--- src/rtl/coeff_pkg.sv ---
// rtl/coeff_pkg.sv - shared types for the coefficient reader
// Contents:
//   state_t         reader control states (IDLE, RUN, DRAIN)
//   FIFO_ENTRIES    depth of the output buffer
//   occupancy_ok()  read-issue gate shared by the control logic
package coeff_pkg;

    typedef enum logic [1:0] {
        ST_IDLE  = 2'd0,
        ST_RUN   = 2'd1,
        ST_DRAIN = 2'd2
    } state_t;

    localparam int FIFO_ENTRIES = 2;

    // A new read may be issued only if the word it returns is guaranteed
    // a FIFO slot: buffered + in-flight - popped must leave room for it.
    function automatic logic occupancy_ok(input logic [1:0] count,
                                          input logic       inflight,
                                          input logic       pop);
        logic [2:0] occ;
        occ = {1'b0, count} + {2'b00, inflight} - {2'b00, pop};
        return occ < 3'(FIFO_ENTRIES);
    endfunction

endpackage

--- src/rtl/coeff_reader_skid_fifo2.sv ---
// rtl/coeff_reader_skid_fifo2.sv - two-entry output buffer for the coefficient stream
// Ports:
//   clk, rst_n      clock, asynchronous active-low reset
//   push, wdata     write strobe and word (ignored when full)
//   pop             read strobe (ignored when empty)
//   rdata           head entry, valid while !empty
//   full, empty     status flags
//   count           number of stored entries (0..2)
module skid_fifo2 #(
    parameter int W = 17
) (
    input  logic         clk,
    input  logic         rst_n,
    input  logic         push,
    input  logic [W-1:0] wdata,
    input  logic         pop,
    output logic [W-1:0] rdata,
    output logic         full,
    output logic         empty,
    output logic [1:0]   count
);

    logic [W-1:0] mem [2];
    logic         wr_ptr;
    logic         rd_ptr;
    logic         do_push;
    logic         do_pop;

    assign full    = (count == 2'd2);
    assign empty   = (count == 2'd0);
    assign do_push = push && !full;
    assign do_pop  = pop && !empty;
    assign rdata   = mem[rd_ptr];

    always_ff @(posedge clk or negedge rst_n) begin
        if (!rst_n) begin
            mem[0] <= '0;
            mem[1] <= '0;
            wr_ptr <= 1'b0;
            rd_ptr <= 1'b0;
            count  <= 2'd0;
        end else begin
            if (do_push) begin
                mem[wr_ptr] <= wdata;
                wr_ptr      <= ~wr_ptr;
            end
            if (do_pop) begin
                rd_ptr <= ~rd_ptr;
            end
            case ({do_push, do_pop})
                2'b10:   count <= count + 2'd1;
                2'b01:   count <= count - 2'd1;
                default: count <= count;
            endcase
        end
    end

endmodule

--- src/rtl/coeff_reader.sv ---
// rtl/coeff_reader.sv - streams coefficient RAM contents out as an AXI-Stream-like word stream
// Ports:
//   clk, rst_n                  clock, asynchronous active-low reset
//   en                          run request (level)
//   restart                     rewind read address to 0 (honoured in IDLE only)
//   ren, rAddr, rdata           synchronous RAM read port (data one cycle after ren)
//   m_axis_tdata/tvalid/tready/tlast   coefficient stream, tlast on address DEPTH-1
//   busy                        high in RUN and DRAIN
module coeff_reader
    import coeff_pkg::*;
#(
    parameter int WIDTH = 16,
    parameter int DEPTH = 64
) (
    input  logic                     clk,
    input  logic                     rst_n,
    input  logic                     en,
    input  logic                     restart,
    output logic                     ren,
    output logic [$clog2(DEPTH)-1:0] rAddr,
    input  logic [WIDTH-1:0]         rdata,
    output logic [WIDTH-1:0]         m_axis_tdata,
    output logic                     m_axis_tvalid,
    input  logic                     m_axis_tready,
    output logic                     m_axis_tlast,
    output logic                     busy
);

    localparam int AW = $clog2(DEPTH);
    localparam logic [AW-1:0] LAST_ADDR = AW'(DEPTH - 1);

    state_t         state;
    state_t         state_next;
    logic           inflight;
    logic           inflight_last;
    logic           pop;
    logic           fifo_full;
    logic           fifo_empty;
    logic [1:0]     fifo_count;
    logic [WIDTH:0] fifo_head;

    assign pop           = m_axis_tvalid && m_axis_tready;
    assign m_axis_tvalid = !fifo_empty;
    assign m_axis_tdata  = fifo_head[WIDTH-1:0];
    assign m_axis_tlast  = fifo_head[WIDTH];
    assign busy          = (state != ST_IDLE);

    always_comb begin
        state_next = state;
        ren        = 1'b0;
        case (state)
            ST_IDLE: begin
                if (en) state_next = ST_RUN;
            end
            ST_RUN: begin
                // A full buffer that is not draining this cycle already
                // fails the occupancy test; the extra term keeps the
                // no-overflow guarantee visible at the gate itself.
                ren = occupancy_ok(fifo_count, inflight, pop) && !(fifo_full && !pop);
                if (!en) state_next = ST_DRAIN;
            end
            ST_DRAIN: begin
                if (en)
                    state_next = ST_RUN;
                else if (!inflight && fifo_empty)
                    state_next = ST_IDLE;
            end
            default: state_next = ST_IDLE;
        endcase
    end

    always_ff @(posedge clk or negedge rst_n) begin
        if (!rst_n) begin
            state <= ST_IDLE;
        end else begin
            state <= state_next;
        end
    end

    // rAddr is left untouched outside reads so a later run resumes at the
    // next unread address; restart only rewinds while idle.
    always_ff @(posedge clk or negedge rst_n) begin
        if (!rst_n) begin
            rAddr         <= '0;
            inflight      <= 1'b0;
            inflight_last <= 1'b0;
        end else begin
            inflight      <= ren;
            inflight_last <= ren && (rAddr == LAST_ADDR);
            if (ren) begin
                if (rAddr == LAST_ADDR)
                    rAddr <= '0;
                else
                    rAddr <= rAddr + AW'(1);
            end else if (state == ST_IDLE && restart) begin
                rAddr <= '0;
            end
        end
    end

    // The read issued last cycle returns now; it is pushed with its tlast tag.
    skid_fifo2 #(
        .W(WIDTH + 1)
    ) u_fifo (
        .clk   (clk),
        .rst_n (rst_n),
        .push  (inflight),
        .wdata ({inflight_last, rdata}),
        .pop   (pop),
        .rdata (fifo_head),
        .full  (fifo_full),
        .empty (fifo_empty),
        .count (fifo_count)
    );

endmodule
--- config.mk ---
export PLATFORM = sky130hd
export DESIGN_NAME = coeff_reader
export DESIGN_NICKNAME = d
export VERILOG_FILES = /design/src/rtl/coeff_pkg.sv /design/src/rtl/coeff_reader_skid_fifo2.sv /design/src/rtl/coeff_reader.sv
export SDC_FILE = /design/constraint.sdc
export NUM_CORES = 1
export LEC_CHECK = 0
export ABC_AREA = 1
export CAP_MARGIN = 25
export CELL_PAD_IN_SITES_DETAIL_PLACEMENT = 0
export CELL_PAD_IN_SITES_GLOBAL_PLACEMENT = 1
export CORE_MARGIN = 5
export CORE_UTILIZATION = 38
export DETAILED_ROUTE_END_ITERATION = 6
export PLACE_DENSITY = 0.85
export SETUP_SLACK_MARGIN = 0.2
export SYNTH_ARGS = -nofsm -noshare
export SYNTH_HDL_FRONTEND = slang
export SYNTH_SLANG_ARGS = --single-unit
--- constraint.sdc ---
create_clock -name clk -period 3.1 [get_ports clk]
set_clock_uncertainty 0.05 [all_clocks]
set_input_delay 0.62 -clock clk [delete_from_list [all_inputs] [get_ports clk]]
set_output_delay 0.62 -clock clk [all_outputs]
set_load 0.05 [all_outputs]
Yosys cells after proc, flatten, opt, wreduce, memory -nomap -nowiden --
Index checks and enable logic that the tools add are counted. W data, S select, Z words.
Storage, ports and cells: register bits 48, bits in writable memories 0, memories kept 0, latch bits 0, word-level logic and storage cells 67, memory bits (read-only) 0
Operators by class: eq/ne operators 9, multipliers 0, muxes and demuxes 16, divide/modulo/power cells 0, bitwise operators 4, shift operators 0, add/subtract/negate cells 5, reductions and logical operators 20, order comparisons 4
Operator list (number):
- $mux W17 | 4
- $bwmux W34 | 1
- $mux W6 | 3
- $demux W17 S1 | 1
- $logic_and A1 B1 Y1 | 9
- $mux W2 | 4
- $add A6 B1 Y6 const B | 1
- $eq A2 B2 Y1 const B | 3
- $eq A6 B6 Y1 const B | 1
- $pmux W2 S3 | 1
- $reduce_bool A2 Y1 | 3
- $logic_not A1 Y1 | 5
- $eq A2 B1 Y1 const B | 2
- $ge A2 B2 Y1 const B | 2
- $logic_not A2 Y1 | 2
- $ne A2 B2 Y1 const B | 2
- $not A1 Y2 | 2
- $pmux W2 S2 | 1
- $add A2 B1 Y3 | 1
- $lt A3 B2 Y1 const B | 1
- $ne A3 B3 Y1 const B | 1
- $reduce_and A3 Y1 | 1
- $sub A3 B1 Y3 | 1
- $add A2 B1 Y2 const B | 1
- other kinds (4) | 5

Depth between registers and ports, before layout --
word-level depth 9, depth in mapped cells 16, gate-level depth less buffers 15

By module --
Synthesis repeated with hierarchy kept, for this count alone.
Second synthesis, totals: cell total of the unflattened synthesis 309, area total of the unflattened synthesis 2451.1 sq um
By module, submodules not included:
- skid_fifo2 | cells each 235, times used 1, seq. area each 950.9 sq um, area an instance 1856.8 sq um
- coeff_reader | cells each 74, times used 1, seq. area each 250.2 sq um, area an instance 594.3 sq um

Least setup slack after synthesis --
No wires, ideal clock.
path kind register to output, start register u_fifo.count[1], end output port ren, slack -0.126 ns, arrival 2.556 ns, cell stages (with the launch flop) 14, buffers on the path 1, cell sequence dfrtp_1 nor2_1 inv_1 nand2_1 inv_1 ha_1 inv_1 nand2_1 fa_1 inv_1 nor2_1 nand3_1 buf_2 inv_1
Between the ends: cells in the longest elaborated chain, start to end 8
Ends and longest elaborated chain:
- start: declaration | line coeff_reader_skid_fifo2.sv:20 | output logic [1:0] count
- start signal: assignment | line coeff_reader_skid_fifo2.sv:51 | 2'b10: count <= count + 2'd1;
- start signal: assignment | line coeff_reader_skid_fifo2.sv:52 | 2'b01: count <= count - 2'd1;
- start signal: assignment | line coeff_reader_skid_fifo2.sv:53 | default: count <= count;
- $logic_not A2 Y1 * | line coeff_reader_skid_fifo2.sv:30 | assign empty = (count == 2'd0);
- $logic_not A1 Y1 * | line coeff_reader.sv:43 | assign m_axis_tvalid = !fifo_empty;
- net m_axis_tvalid | line coeff_reader.sv:23 | output logic m_axis_tvalid,
- $logic_and A1 B1 Y1 * | line coeff_reader.sv:42 | assign pop = m_axis_tvalid && m_axis_tready;
- parallel branches: the longest is 3 deep, another holds $sub A3 B1 Y3
- $logic_and A1 B1 Y1 * | line coeff_reader.sv:59 | ren = occupancy_ok(fifo_count, inflight, pop) && !(fifo_full && !pop);
- $mux W1 * | line coeff_reader.sv:51 | case (state)
- end: declaration | line coeff_reader.sv:19 | output logic ren,
Mark *: on every way through the listed nets, which the timed path passes.

Final worst setup path --
start input port m_axis_tready, end register u_fifo.rd_ptr
Between the ends: cells in the longest elaborated chain, start to end 2
Ends and longest elaborated chain:
- start: declaration | line coeff_reader.sv:24 | input logic m_axis_tready,
- $logic_and A1 B1 Y1 | line coeff_reader.sv:42
- $logic_and A1 B1 Y1 | line coeff_reader_skid_fifo2.sv:32 | assign do_pop = pop && !empty;
- end signal: assignment | line coeff_reader_skid_fifo2.sv:48 | rd_ptr <= ~rd_ptr;
- end: declaration | line coeff_reader_skid_fifo2.sv:25 | logic rd_ptr;
No other way between the ends. A chain may end at the register's enable or synchronous reset.

==> key figures <==
Layout
  • Util after Layout: 53.21%
  • Ant. Diodes: 0
  • Share of cells above drive strength 1: 25.80%
  • Non-Filler Instances: 420
  • Multi-input logic area: 932.1 µm²
  • Storage cell area: 1202 µm²
  • Fill cells: 565
  • Commonest non-fill, non-tap cell in the layout: nand2_1
  • Synth-to-Final Area Change: 36.25%
  • Commonest cells after routing, fill and taps aside: nand2_1 (102), dfrtp_1 (47), buf_4 (34)
  • Number of nets in the layout: between 300 and 400

Clock tree
  • CTS clk-pin slew, worst paths: roughly 0.09 ns
  • TritonCTS buffer count: 5
  • Clock Tree Buf Depth: 2
  • TritonCTS clock tree: done
  • Clock sink count: 48
  • Post-cts hold buffer count: 0
  • H-tree lvl count: 2
  • Clock Latency Late Sink: approximately 0.30 ns
  • Clock root buffer: clkbuf_8

Outcome
  • Outcome: completed

Worst setup path
  • CP Max Fanout: 2
  • Worst-path cell chain: clkdlybuf4s15_1 -> nand2_2 -> buf_4 -> buf_6 -> buf_6 -> buf_6 -> buf_4 -> buf_4 -> buf_4 -> buf_4 -> buf_4 -> buf_4 -> buf_4 -> buf_6 -> buf_6 -> buf_6 -> buf_6 -> buf_6 -> buf_6 -> buf_6 -> buf_4 -> xor2_1
  • Critical Path End Type: flip-flop
  • Slowest stage cell, crit path: clkdlybuf4s15_1
  • Critical Path Start: m_axis_tready
  • Reg2Reg Depth: 23
  • Data required, critical path: 3.22 ns
  • Critical Path Max Stage Delay: 0.19 ns
  • Reg-to-Reg Start: u_fifo.count[0]
  • R2R setup slack: 0.09 ns
  • CP startpoint kind: input pin
  • Crit path buf inv count: 20
  • Most used cell, CP: buf_6
  • R2r endpoint: u_fifo.rd_ptr
  • CP top delay family: buffers and inverters
  • Arrival time at the worst endpoint: 3.14 ns
  • Critical path class: input pin to flip-flop

Die
  • Initial Utilization: 39.05%
  • Core area: 5886 µm²
  • Die Ht: 87.77 µm
  • IO Count: 47
  • Die W: 87.77 µm
  • Cell row count: 28
  • Full die area: 7704 µm²

Route
  • DRC: 0
  • Post-DR wirelength/cell: roughly 12 µm
  • Via Count: 1905
  • Final WL: 5048 µm
  • Post-DRT Antenna Nets: 0
  • 1st-iter DRT viols: around 110
  • DR vias/cell: around 4.5
  • DR pass1 iterations: 4

Placement
  • DP Worst Slack: -0.1607 ns
  • Final GP Congestion: between 0.7 and 0.8
  • HPWL after DPL: roughly 3100 µm
  • DP Cell Count: 391
  • IO Port Bufs: 46

STA
  • Fmax: 0.3313 GHz
  • Period utilisation layout: a little over nine tenths
  • WHS: about 0.24 ns
  • Fin. max-slew vios: 0
  • Final hold violation count: 0
  • Setup TNS: 0 ns
  • Worst Tran Pin Value: approximately 0.83 ns
  • RSZ-0062 raised after global routing: true
  • Max-slew headroom: 44.76%
  • Setup ws final: between 0.08 and 0.09 ns
  • Min Tclk post-route: 3.019 ns
  • Endpoints failing setup: 0

Global routing
  • Total track usage: 14.23%
  • GRT overflow: 0
  • M3 GR Usage: 3.669%
  • Largest net degree at the start of global routing: 36
  • Met1 Use GR: 19.34%
  • Vias in the first global route: 1907
  • Global-route wire length before repair: 8597 µm
  • Initial antenna violation count: 0
  • GRT busiest layer: met2
  • M2 GR Usage: 22.53%

Power and ir drop
  • Leakage power: approximately 1.6 nW
  • Comb pwr share: 59.3%
  • Internal power: 1.813 mW
  • Switch share: 48.01%
  • Clk network pwr share: 10.9%
  • Switch Pwr: 1.674 mW
  • Power density cells: roughly 1100 nW/µm²
  • Max VDD drop: 0.6600 mV
  • Sequential fraction of design power: 29.8%

Yosys
  • Synth cell types: 23
  • Synth Area in Compound Gates: 11.59%
  • Synthesized cell area: 2298 µm²
  • Yosys Warn Count: 0
  • Xor and xnor area share after synthesis: ~1.9%
  • Post-synthesis simple-gate area fraction: 23.14%
  • Post-Syn Area per Cell: between 8 and 9 µm²
  • Post-synthesis mux area share: 0%
  • Largest family of logic cells by synthesized area: simple AND/OR/NAND/NOR gates
  • Synth Area in Adders: 2.504%
  • Synthesized instance count: 274
  • Sequential area share after synthesis: 52.26%
  • Synth Net Count: roughly 300
  • Yosys reg bits: 48

Worst hold path
  • Hold WC Path Type: input pin to async pin

Job
  • Max capacitance violation total: 0
area by class of cell:
cell class	instances	area share (%)
clock buffer	6	2.637
clock inverter	2	0.3196
inverter	33	4.075
multi-input combinational	182	29.76
sequential	48	38.39
tap	75	2.996
timing repair buffer	74	21.81
through the flow:
stage                     power [mW]  cell area [µm²]
final                          3.487             3132
after floorplan                2.396             2307
after global placement         2.887             2793
after global routing           3.752             3132
after detailed placement       2.921             2813
after CTS                      3.458             3079
how the worst max path moves through the flow:
stage,to,slack [ns],cells past startpoint
4_1_cts,ren,0.13,13
2_1_floorplan,ren,0.20,13
6_report,u_fifo.rd_ptr,0.08,22
3_3_place_gp,ren,-0.12,12
3_5_place_dp,ren,-0.16,12
5_1_grt,ren,0.004,13
power groups by stage:
stage	combinational (mW)	clock [mW]	sequential, mW
floorplan	1.34	0	1.06
global placement	1.84	0	1.05
detailed placement	1.86	0	1.06
CTS	2.03	0.397	1.03
global route	2.25	0.422	1.07
finish	2.07	0.380	1.04
routing by layer:
| layer | vias to the layer above | share of wire, % |
|---|---|---|
| li1 | 979 | - |
| met1 | 869 | 47 |
| met2 | 50 | 46 |
| met3 | 7 | 6.2 |
| met4 | 0 | 1.3 |
| met5 | - | 0 |
synthesized netlist by cell type:
master      n  area [µm²]
a21oi_1     2       10.01
buf_1       1       3.750
buf_2       2       10.01
buf_6       4       45.04
clkbuf_1    4       15.01
clkinv_1    1       3.750
dfrtp_1    48        1201
fa_1        1       20.02
ha_1        3       37.54
inv_1      31       116.4
inv_2       1       3.750
nand2_1   104       390.4
nand2_2     4       25.02
nand3_1    10       50.05
nand3b_1    1       7.510
nor2_1     10       37.54
nor3_1      3       15.01
o21ai_0    20       100.1
o21ai_2    17       148.9
o21bai_1    1       7.510
or2_1       1       6.260
xnor2_1     2       17.52
xor2_1      3       26.28
sequential cells by signal (all words and copies together), names as in the netlist:
name and cells:
u_fifo.rd_ptr 1, state 2, inflight_last 1, rAddr 6, u_fifo.count 2, inflight 1, u_fifo.wr_ptr 1, u_fifo.mem 34
logic make-up (layout without fill, tap and decap cells):
| family | after synthesis | count (layout) |
|---|---|---|
| xor gates and xnor gates | 5 | 5 |
| buffers and inverters | 44 | 115 |
| and+or+nand+nor | 133 | 133 |
| adders and majority gates | 4 | 4 |
| DFF | 48 | 48 |
| AOI/OAI and AO/OA | 40 | 40 |
timing repair:
action | in CTS | in global routing
setup buffers | 20 | 1
pin swaps | 4 | 5
gates resized for setup | 9 | 12
endpoints found under the setup margin | 1 | 2
endpoints found under the hold margin | 0 | 0
No activity file was read; power rests on OpenSTA's default activity.
